[src/rtl/result_display_scanner.sv]
// Captures the processor's 17-bit result on each rising edge of done and shows it
// as four hex digits on a scanned, active-low seven-segment display with a blinking overflow point.
module result_display_scanner #(
    parameter int SCAN_DIV  = 50000,
    parameter int BLINK_DIV = 64
) (
    input  logic        clock,
    input  logic        resetn,
    input  logic [16:0] data_in,
    input  logic        done,
    input  logic        live,
    output logic [6:0]  seg,
    output logic [3:0]  an,
    output logic        dp,
    output logic        valid
);
    localparam int SW = (SCAN_DIV > 1) ? $clog2(SCAN_DIV) : 1;
    localparam logic [SW-1:0] SCAN_LAST  = SW'(SCAN_DIV - 1);
    localparam logic [9:0]    BLINK_LAST = 10'(BLINK_DIV - 1);

    logic          done_q,      done_d;
    logic [16:0]   value_q,     value_d;
    logic          valid_q,     valid_d;
    logic [SW-1:0] scan_cnt_q,  scan_cnt_d;
    logic [1:0]    digit_q,     digit_d;
    logic [9:0]    blink_cnt_q, blink_cnt_d;
    logic          blink_q,     blink_d;
    logic [6:0]    seg_q,       seg_d;
    logic [3:0]    an_q,        an_d;
    logic          dp_q,        dp_d;

    logic          capture;
    logic          term;
    logic [3:0]    nibble;

    function automatic logic [6:0] hex_to_seg(input logic [3:0] h);
        case (h)
            4'h0: hex_to_seg = 7'b1000000;
            4'h1: hex_to_seg = 7'b1111001;
            4'h2: hex_to_seg = 7'b0100100;
            4'h3: hex_to_seg = 7'b0110000;
            4'h4: hex_to_seg = 7'b0011001;
            4'h5: hex_to_seg = 7'b0010010;
            4'h6: hex_to_seg = 7'b0000010;
            4'h7: hex_to_seg = 7'b1111000;
            4'h8: hex_to_seg = 7'b0000000;
            4'h9: hex_to_seg = 7'b0010000;
            4'hA: hex_to_seg = 7'b0001000;
            4'hB: hex_to_seg = 7'b0000011;
            4'hC: hex_to_seg = 7'b1000110;
            4'hD: hex_to_seg = 7'b0100001;
            4'hE: hex_to_seg = 7'b0000110;
            default: hex_to_seg = 7'b0001110;
        endcase
    endfunction

    always_comb begin
        done_d      = done;
        capture     = live | (done & ~done_q);
        value_d     = capture ? data_in : value_q;
        valid_d     = valid_q | capture;

        term        = (scan_cnt_q == SCAN_LAST);
        scan_cnt_d  = term ? '0 : scan_cnt_q + 1'b1;
        digit_d     = term ? digit_q + 2'd1 : digit_q;
        blink_cnt_d = blink_cnt_q;
        blink_d     = blink_q;
        // A full scan round completes when digit 3 hands over to digit 0
        if (term && (digit_q == 2'd3)) begin
            if (blink_cnt_q == BLINK_LAST) begin
                blink_cnt_d = '0;
                blink_d     = ~blink_q;
            end else begin
                blink_cnt_d = blink_cnt_q + 10'd1;
            end
        end

        // Outputs look one step ahead so they line up with the state being entered
        nibble = value_d[{digit_d, 2'b00} +: 4];
        seg_d  = valid_d ? hex_to_seg(nibble) : 7'b0111111;
        dp_d   = ~((digit_d == 2'd0) & valid_d & value_d[16] & blink_d);
    end

    for (genvar gi = 0; gi < 4; gi++) begin : g_an
        assign an_d[gi] = (digit_d != 2'(gi));
    end

    always_ff @(posedge clock or negedge resetn) begin
        if (!resetn) begin
            done_q      <= 1'b0;
            value_q     <= '0;
            valid_q     <= 1'b0;
            scan_cnt_q  <= '0;
            digit_q     <= 2'd0;
            blink_cnt_q <= '0;
            blink_q     <= 1'b0;
            seg_q       <= 7'b1111111;
            an_q        <= 4'b1111;
            dp_q        <= 1'b1;
        end else begin
            done_q      <= done_d;
            value_q     <= value_d;
            valid_q     <= valid_d;
            scan_cnt_q  <= scan_cnt_d;
            digit_q     <= digit_d;
            blink_cnt_q <= blink_cnt_d;
            blink_q     <= blink_d;
            seg_q       <= seg_d;
            an_q        <= an_d;
            dp_q        <= dp_d;
        end
    end

    assign seg   = seg_q;
    assign an    = an_q;
    assign dp    = dp_q;
    assign valid = valid_q;
endmodule
[config.mk]
export PLATFORM = sky130hd
export DESIGN_NAME = result_display_scanner
export DESIGN_NICKNAME = d
export VERILOG_FILES = /design/src/rtl/result_display_scanner.sv
export SDC_FILE = /design/constraint.sdc
export NUM_CORES = 1
export LEC_CHECK = 0
export CAP_MARGIN = 10
export CORE_MARGIN = 3
export CORE_UTILIZATION = 28
export CTS_BUF_LIST = sky130_fd_sc_hd__clkbuf_4 sky130_fd_sc_hd__clkbuf_8
export DETAILED_ROUTE_END_ITERATION = 6
export GPL_ROUTABILITY_DRIVEN = 0
export PLACE_DENSITY = 0.49
export SETUP_SLACK_MARGIN = 0.1
export SYNTH_ARGS = -nofsm -noshare
export SYNTH_HDL_FRONTEND = slang
export SYNTH_SLANG_ARGS = --single-unit
[constraint.sdc]
create_clock -name clock -period 3.67 [get_ports clock]
set_input_delay 0.367 -clock clock [delete_from_list [all_inputs] [get_ports clock]]
set_output_delay 0.367 -clock clock [all_outputs]
set_load 0.02 [all_outputs]
==> impl_metrics.yaml <==
status:
  outcome: "finished clean"
grt:
  grt_overflow: 0
  grt_pass1_wl_microns: 9850
  antenna_found_initial: 0
  grt_pass1_vias: 2005
  grt_use_total_pct: 10.9
  grt_max_degree: 48
logic_synthesis:
  synth_edf_count: 0
  synth_seq_cells: 60
  synth_cells: 243
  synth_fp_nets: 274
  syn_avg_cell_area_sq_um: 11.9
  ys_types: 45
  synthArstFlopShare_pct: 100
  synth_ff_type: "dfrtp_1"
  yosysWarnings: 0
  syn-cell-area_sq_um: 2890
  seq_area_frac_synth_pct: 52.5
timing:
  hold_viol_final: 0
  finalSetupTns_ns: 0
  period_needed_ns: 3.12
  min_period_over_period_pct: 85.1
  setup_viol: 0
  fmax_mhz: 320
  slew_headroom_pct: 31.3
  final_max_slew_viol_count: 0
  worst_pin_slew_ns: 1.03
  clock_skew_ns: 0.00563
  rsz0062_at_grt: "no"
detailed_routing:
  drt_iter0_drc: 89
  vias: 1941
  drt-pass1-iter-count: 4
  via_per_inst: 4.54
  final_antenna_net_count: 0
  wl_per_cell_microns: 13.7
  wl_microns: 5850
  drc: 0
floorplan:
  pin_count: 34
  initial_core_util_pct: 29.1
  die_h_microns: 108
  fp.dieW_microns: 108
  die-area_sq_um: 11600
  core.rowCount: 36
  core-area_sq_um: 9910
clocking:
  post_cts_buffers: 0
  cts_sinks: 60
  cts_tree: "built"
  postCtsHoldBufs: 0
  clk_latency_ns: 0.33
  root_buffer: "clkbuf_8"
  cts_resized: 0
  clockBufferDepth: 2
  cts-buffers-inserted: 9
  htree_num_levels: 3
  path_clk_slew_ns: 0.07
place:
  dp_hpwl_microns: 4190
  numPortBuffers: 33
  dpl.cell_count: 412
worst_setup_path:
  r2r_cells: 10
  critPathLaunchType: "flop"
  rrSetupSlack_ns: 0.55
  r2r-end: "seg[0]"
  crit_fanout: 6
  crit_type: "reg2reg"
  crit_start: "scan_cnt_q[12]"
  end_kind: "flop"
  critPathRequiredTime_ns: 3.92
  reg2reg_from: "scan_cnt_q[12]"
  critPathArrivalTime_ns: 3.37
flow_run:
  max_cap_violations: 0
cells_and_area:
  layout_commonest_cell: "dfrtp_1"
  synthToLayoutAreaGrowth_pct: 25.1
  instances_no_fill: 428
  final_cell_mix: "dfrtp_1 (48), clkdlybuf4s50_1 (32), nor2_1 (20)"
  layout-drive-gt1-share_pct: 19.0
  fin_nets: 321
  diodes: 0
pwr:
  swShare_pct: 24.1
  leakage_nw: 1.62
  power_frac_comb_pct: 12.8
  clockPowerShare_pct: 40.4
  irDropWorstVdd_mv: 0.131
  switchingPower_mw: 0.367
  p_per_area_nw_per_um2: 421
  pwr-share-seq_pct: 46.8
  power.internal_mw: 1.15
hold_path:
  min_path_type: "in2async"
power by group through the flow:
| stage | Sequential [mW] | Combinational (mW) | Clock, mW |
|---|---|---|---|
| 2_1_floorplan | 0.741 | 0.0910 | 0 |
| 3_3_place_gp | 0.724 | 0.196 | 0 |
| 3_5_place_dp | 0.724 | 0.195 | 0 |
| 4_1_cts | 0.712 | 0.198 | 0.637 |
| 5_1_grt | 0.715 | 0.213 | 0.670 |
| 6_report | 0.712 | 0.195 | 0.614 |
worst max path at each step:
stage,to,slack [ns]
after floorplan,seg[0],0.79
after global placement,seg[0],0.51
after detailed placement,seg[0],0.46
after CTS,seg[0],0.53
after global routing,seg[0],0.31
final,seg[0],0.55
per-stage QoR:
step	area (sq um)	hold slack [ns]	power [mW]	utilization (%)	worst slack [ns]
after floorplan	2890	0.0714	0.833	-	0.786
after global placement	3410	0.449	0.919	34.4	0.511
after detailed placement	3410	0.455	0.919	34.4	0.459
after CTS	3610	0.258	1.55	36.5	0.530
after global routing	3610	0.305	1.60	36.5	0.308
final	3610	0.220	1.52	36.5	0.545
layout make-up:
class	count	area, sq um
multi-input cells	163	1280
inverters	14	55.1
repair buffers	42	393
well taps	133	166
clock inverters	4	47.5
clock buffers	12	159
fillers	975	6300
flip-flops and latches	60	1520
layer usage:
| metal | GRT usage [%] | share of wire [%] |
|---|---|---|
| met5 | 0 | 0 |
| met1 | 15.6 | 51 |
| met2 | 15.7 | 45 |
| met4 | 4.87 | 1.3 |
| met3 | 2.28 | 3.3 |
state kept, by name (all words and copies together) (netlist names):
register,flops
seg,7
blink_cnt_q,10
valid,1
done_q,1
dp,1
an,4
scan_cnt_q,16
digit_q,2
value_q,17
blink_q,1
logic make-up (layout without fill, tap and decap cells):
logic type | count (synthesis) | in the layout | synth area share (%)
AND/OR/NAND/NOR | 82 | 82 | 15.2
flip-flops | 60 | 60 | 52.5
multiplexers | 27 | 27 | 11.8
AO/OA/AOI/OAI | 22 | 22 | 5.89
XOR/XNOR | 22 | 22 | 6.93
buffers and inverters | 20 | 72 | 3.29
adder cells (fa/ha/maj) | 10 | 10 | 4.33
critical path, stage by stage, from the launching register on:
cell,delay [ns]
dfrtp_1,0.42
nor4bb_1,0.36
and4_1,0.43
xnor2_2,0.10
inv_1,0.22
mux4_2,0.62
inv_1,0.16
ha_1,0.26
nor2_1,0.09
and3_1,0.18
nor3_1,0.19
Yosys cell counts (2+ instances only):
master    instances  area share [%]
a21oi_1           3            0.52
nor4b_1           2            0.61
nand4_1           6             1.3
buf_2             2            0.35
clkbuf_1          2            0.26
buf_6             2            0.78
o221ai_1          3            0.91
o21ai_0           6             1.0
nor3_1            4            0.69
mux2i_1          12             4.2
inv_1            13             1.7
xnor2_1           7             2.1
nand3_1           5            0.87
xor2_1           14             4.2
and2_1            3            0.65
ha_1             10             4.3
nor2_1           20             2.6
o31ai_1           2            0.52
dfstp_2          12              11
mux4_1            2             1.8
nor4bb_1          2            0.69
a31oi_1           2            0.43
nand2_1          18             2.3
nor2b_1           3            0.65
nand2b_1          3            0.65
mux2_2           11             4.3
and3_1            8             1.7
dfrtp_1          48              42
nor4_1            2            0.43
Note: power is estimated with default switching activity, not from simulation.
